===== src/rtl/cdc_hs_resp.sv =====
// cdc_hs_resp: four-phase handshake responder.
// The initiator's req_in is asynchronous to clk. It is synchronized, and then
// a three-state FSM captures the bundled data word, offers it downstream with
// a valid/ready pair, and returns a registered four-phase acknowledge.
// The module also counts completed transfers and keeps a sticky flag that is
// set when the initiator withdraws its request before being acknowledged.
module cdc_hs_resp #(
    parameter int DATA_W      = 8,
    parameter int SYNC_STAGES = 2
) (
    input  logic              clk,
    input  logic              rst,
    input  logic              req_in,
    input  logic [DATA_W-1:0] data_in,
    output logic              ack_out,
    output logic [DATA_W-1:0] dout,
    output logic              dout_valid,
    input  logic              dout_ready,
    output logic [7:0]        xfer_cnt,
    output logic              proto_err
);

    typedef enum logic [1:0] {
        S_IDLE = 2'd0,
        S_HOLD = 2'd1,
        S_ACK  = 2'd2
    } state_t;

    // ------------------------------------------------------------------
    // Request synchronizer. Only req_s is used downstream of this point.
    // ------------------------------------------------------------------
    logic [SYNC_STAGES-1:0] sync_q;
    logic [SYNC_STAGES-1:0] sync_d;
    logic                   req_s;

    generate
        for (genvar gi = 0; gi < SYNC_STAGES; gi++) begin : g_sync
            if (gi == 0) begin : g_first
                assign sync_d[gi] = req_in;
            end else begin : g_rest
                assign sync_d[gi] = sync_q[gi-1];
            end
        end
    endgenerate

    assign req_s = sync_q[SYNC_STAGES-1];

    // Shift the raw request through the synchronizer chain.
    always_ff @(posedge clk) begin
        if (rst) begin
            sync_q <= '0;
        end else begin
            sync_q <= sync_d;
        end
    end

    // ------------------------------------------------------------------
    // Responder FSM and its registered outputs
    // ------------------------------------------------------------------
    state_t            state_q;
    state_t            state_d;
    logic              capture;     // IDLE -> HOLD: latch data_in
    logic              release_evt; // ACK -> IDLE: transfer completed
    logic              err_evt;     // HOLD -> IDLE: request withdrawn early

    logic              ack_q;
    logic              ack_d;
    logic              dout_valid_q;
    logic              dout_valid_d;
    logic [DATA_W-1:0] dout_q;
    logic [DATA_W-1:0] dout_d;
    logic [7:0]        xfer_cnt_q;
    logic [7:0]        xfer_cnt_d;
    logic              proto_err_q;
    logic              proto_err_d;

    // State register together with all registered outputs.
    always_ff @(posedge clk) begin
        if (rst) begin
            state_q      <= S_IDLE;
            ack_q        <= 1'b0;
            dout_valid_q <= 1'b0;
            dout_q       <= '0;
            xfer_cnt_q   <= 8'd0;
            proto_err_q  <= 1'b0;
        end else begin
            state_q      <= state_d;
            ack_q        <= ack_d;
            dout_valid_q <= dout_valid_d;
            dout_q       <= dout_d;
            xfer_cnt_q   <= xfer_cnt_d;
            proto_err_q  <= proto_err_d;
        end
    end

    // Next-state logic. Leaving ACK requires req_s low, so a request that is
    // held high permanently can never start a second capture.
    always_comb begin
        state_d     = state_q;
        capture     = 1'b0;
        release_evt = 1'b0;
        err_evt     = 1'b0;
        unique case (state_q)
            S_IDLE: begin
                if (req_s) begin
                    state_d = S_HOLD;
                    capture = 1'b1;
                end
            end
            S_HOLD: begin
                // A withdrawn request overrides a same-cycle delivery.
                if (!req_s) begin
                    state_d = S_IDLE;
                    err_evt = 1'b1;
                end else if (dout_ready) begin
                    state_d = S_ACK;
                end
            end
            S_ACK: begin
                if (!req_s) begin
                    state_d     = S_IDLE;
                    release_evt = 1'b1;
                end
            end
            default: begin
                state_d = S_IDLE;
            end
        endcase
    end

    // Output values for the next cycle. They are derived from the next state
    // so that ack_out and dout_valid come straight from flops.
    always_comb begin
        ack_d        = (state_d == S_ACK);
        dout_valid_d = (state_d == S_HOLD);
        dout_d       = capture ? data_in : dout_q;
        xfer_cnt_d   = release_evt ? (xfer_cnt_q + 8'd1) : xfer_cnt_q;
        proto_err_d  = proto_err_q | err_evt;
    end

    assign ack_out    = ack_q;
    assign dout_valid = dout_valid_q;
    assign dout       = dout_q;
    assign xfer_cnt   = xfer_cnt_q;
    assign proto_err  = proto_err_q;

endmodule


===== config.mk =====
export PLATFORM = sky130hd
export DESIGN_NAME = cdc_hs_resp
export DESIGN_NICKNAME = d
export VERILOG_FILES = /design/src/rtl/cdc_hs_resp.sv
export SDC_FILE = /design/constraint.sdc
export NUM_CORES = 1
export LEC_CHECK = 0
export CAP_MARGIN = 25
export CORE_MARGIN = 3
export CORE_UTILIZATION = 42
export DETAILED_ROUTE_END_ITERATION = 16
export GPL_TIMING_DRIVEN = 0
export PLACE_DENSITY_LB_ADDON = 0.08
export SETUP_SLACK_MARGIN = 0.15
export SYNTH_ARGS = -nofsm -noshare
export SYNTH_HDL_FRONTEND = slang
export SYNTH_SLANG_ARGS = --single-unit

===== constraint.sdc =====
create_clock -name clk -period 2.2 [get_ports clk]
set_input_delay 0.44 -clock clk [delete_from_list [all_inputs] [get_ports clk]]
set_output_delay 0.44 -clock clk [all_outputs]
set_load 0.01 [all_outputs]

== Yosys cells after proc, flatten, opt, wreduce, memory -nomap -nowiden ==
Index checks and enable logic that the tools add are counted.

* Register bits after elaboration: 23
* Input port bits: 12

* Equality and inequality tests: 4
* Add/subtract/negate cells: 1
* Muxes and demuxes: 10
* Bitwise operators: 1
* Reductions and logical operators: 1

{| class="wikitable"
|+ Operators with widths
! kind !! count
|-
| adder 8 x 1 -> 8 bit, second input constant || 1
|-
| two-way mux 2 bit || 4
|-
| one-hot mux 2 bit (3 select lines) || 1
|-
| two-way mux 1 bit || 5
|-
| == test 2 x 1 -> 1 bit, second input constant || 2
|-
| == test 2 bit, second input constant || 2
|-
| zero test 2 bit || 1
|-
| OR 1 bit || 1
|}

== Logic depth before layout (Yosys ltp) ==
* Word-level depth: 4
* Mapped depth: 4

== Worst setup path after synthesis ==
No wires, ideal clock.

* Path type: register to register
* Start point: register state_q[1]
* End point: register xfer_cnt_q[7], in the netlist xfer_cnt[7]
* Period minus slack after synthesis: 1.570 ns
* Path slack: 0.630 ns
* Buffers on the path: 0
* Stages on the path, launching flop included: 4
* Required time: 2.079 ns
* Setup time: 0.121 ns
* Arrival: 1.449 ns
* Cells stage by stage: dfxtp_1 or3b_1 nor4_1 mux2_2

* Longest elaborated chain between the ends: 2

{| class="wikitable"
|+ Ends and longest elaborated chain
! item !! line !! text
|-
| start, declared || 60 || <nowiki>state_t state_q;</nowiki>
|-
| start signal, assigned || 87 || <nowiki>state_q <= state_d;</nowiki>
|-
| == test 2 bit || 103 || <nowiki>unique case (state_q)</nowiki>
|-
| two-way mux 1 bit || 103 ||
|-
| end signal, assigned || 91 || <nowiki>xfer_cnt_q <= xfer_cnt_d;</nowiki>
|-
| end, declared || 72 || <nowiki>logic [7:0] xfer_cnt_q;</nowiki>
|}

No other way between the ends.
A chain may end at the register's enable or synchronous reset.

== Final worst setup path ==
* Start point: register xfer_cnt_q[3], in the netlist xfer_cnt[3]
* End point: output xfer_cnt[3]

{| class="wikitable"
|+ RTL lines
! item !! line !! text
|-
| end, declared || 19 || <nowiki>output logic [7:0] xfer_cnt,</nowiki>
|}

No word-level cell between the ends.

==> impl_metrics.yaml <==
cells_and_area:
  n_antenna_cell: 0
  areaGrowthSynthToFinish_pct: 41.21
  layout.nets: 137
  drive_above_1_share_pct: 4.878
  fin_cells: 148
  final_area_um2: 1226
place:
  dpl_cell_area_um2: 1200
  dp_hpwl_um: 1335
  post-place-cells: 144
  port_buffers: 30
  gp_congestion: 0.8075
timing:
  tns_ps: 0
  slew_viol_final: 0
  finalSetupViolCount: 0
  fmax_mhz: 575.6
  finalCritPeriodShare_pct: 78.97
  rsz0062_at_grt: "false"
  relSlewSlack_pct: 62.77
  final.min_clock_period_ps: 1737
  worstMarginPinSlew_ps: 558.5
  finalClockSkew_ps: 6.045
  hold_viol: 0
synthesis:
  yosysTopAreaCellShare_pct: 53.03
  yosysUniqueCellTypes: 24
  ys_seq_area_share_pct: 53.03
  synth_common_cells: "23 x dfxtp_1, 16 x nor2_1, 8 x mux2i_1, 5 x a21oi_1, 5 x nand2_1"
  synth_edf_count: 0
  async_reset_ff_share_pct: 0
  synth_area_leaders: "dfxtp_1 53%, mux2i_1 9.2%, nor2_1 6.9%"
  synthFlopType: "dfxtp_1"
  synth_top_cell_by_area: "dfxtp_1"
  avgSynthCellArea_um2: 9.757
  synth_seq_cells: 23
  syn-num-nets: 102
  yosys_warnings: 0
  netlist_instances: 89
  syn_area_um2: 868.3
  yosysMostFrequentCell: "dfxtp_1"
clocking:
  cts_root_buf: "clkbuf_4"
  clkLatencyLatePin_ps: 300
  cts_hold_buf: 0
  clock-sinks: 23
  cts.reportedPaths.clkPinSlew_ps: 110
  cts-buffers-inserted: 3
  clock_path_buffers: 2
  cts_htree_levels: 1
  cts_tree: "done"
  cts-resized-gates: 0
  cts_setup_buffers: 0
worst_setup_path:
  cp.buffers_inverters: 1
  worstPathRequired_ps: 1760
  regToRegEndpoint: "xfer_cnt[7]"
  slowest_stage: "clkdlybuf4s50_1"
  end_kind: "output pin"
  path_cells: "clkdlybuf4s50_1"
  r2r-start: "state_q[1]"
  worstPathMaxFanout: 6
  path_class: "reg2out"
  max_stage_delay_ps: 570
  cp-startpoint: "xfer_cnt[3]"
  cp.arrival_ps: 1300
  r2r_cells: 3
  path_delay_family: "buffers and inverters"
  r2r_slack_ps: 490
  crit_path_start_kind: "flop"
floorplanning:
  num_rows: 15
  start_util_pct: 47.21
  coreArea_um2: 1839
  die_area_um2: 2649
  die_w_um: 51.47
  pin_count: 31
  die_y_um: 51.47
min_path:
  worstHoldStart: "sync_q[0]"
  min_to: "sync_q[1]"
  hold_class: "reg2reg"
  hold_path_depth: 1
flow_run:
  cap_violations: 0
routing:
  drt-total-wl_um: 1719
  firstDrtPassIters: 2
  routed_via_density: 4.966
  drc: 0
  routedWlPerCell_um: 11.61
  ant_nets: 0
  drtIter0Drc: 4
  vias: 735
global_route:
  grt_pass1_vias: 728
  grt_max_degree: 13
  grt_overflow: 0
  antenna_found_initial: 0
  gr-usage-all-layers_pct: 14.52
  grt_pass1_wl_um: 2932
run_status:
  outcome: "completed"
power:
  p_leak_nw: 0.4169
  peakVddDrop_uv: 417.8
  powerDensity_nw_per_um2: 550.3
==> routing by layer <==
layer  global-route usage (%)  routed length, um  up-vias
met5                        0                  0        -
met4                    4.367                 13        0
met3                    4.082                 92        2
met2                    26.48                872       18
met1                    16.07                741      346
li1                         -                  -      369
==> report_power, final <==
group	total, mW	internal [mW]	switching (mW)
clock	0.186	0.0705	0.116
combinational	0.0590	0.0372	0.0219
sequential	0.430	0.425	0.00501
==> cells by family after synthesis <==
group | count (synthesis) | synth area share [%]
and+or+nand+nor | 39 | 23.34
DFF | 23 | 53.03
muxes | 11 | 13.11
AOI/OAI and AO/OA | 8 | 4.899
buffers and inverters | 5 | 2.162
xor gates and xnor gates | 2 | 2.018
adders and majority gates | 1 | 1.441
==> final cells by class <==
class	instances	area [um^2]
Buffer	3	11.26
Clock buffer	4	26.28
Fill cell	171	613.1
Inverter	2	7.507
Multi-Input combinational cell	61	389.1
Sequential cell	23	460.4
Tap cell	25	31.28
Timing Repair Buffer	30	300.3
==> per-stage QoR <==
stage | worst slack, ps | utilization [%] | total power [mW] | hold slack [ps]
global route | 411.1 | 66.67 | 0.7096 | 473.3
global placement | 208.7 | 65.24 | 0.4972 | 436.5
floorplan | 630.0 | - | 0.4616 | 413.8
finish | 462.6 | 66.67 | 0.6748 | 449.8
CTS | 451.8 | 66.67 | 0.6893 | 458.9
detailed placement | 157.6 | 65.24 | 0.4992 | 428.9
==> sequential cells by signal, indices dropped and copies added (netlist names) <==
signal      count
dout            8
xfer_cnt        8
state_q         2
sync_q          2
ack_out         1
dout_valid      1
proto_err       1
==> placed cells by master (no fill, tap or decap), types with 3 or more instances in the layout <==
master	count
nor2_1	16
nor3b_1	4
nor2b_1	4
mux2i_1	8
a21oi_1	5
dfxtp_1	23
mux2_2	3
nand2_1	5
clkbuf_4	3
clkdlybuf4s50_1	30
==> worst max-delay path by stage <==
stage	cells after the start	to	slack [ps]
finish	1	xfer_cnt[3]	460
global route	1	xfer_cnt[0]	410
CTS	1	xfer_cnt[3]	450
detailed placement	4	dout[6]	160
global placement	4	dout[6]	210
floorplan	3	xfer_cnt[7]	630
(Power assumes the default switching activity.)
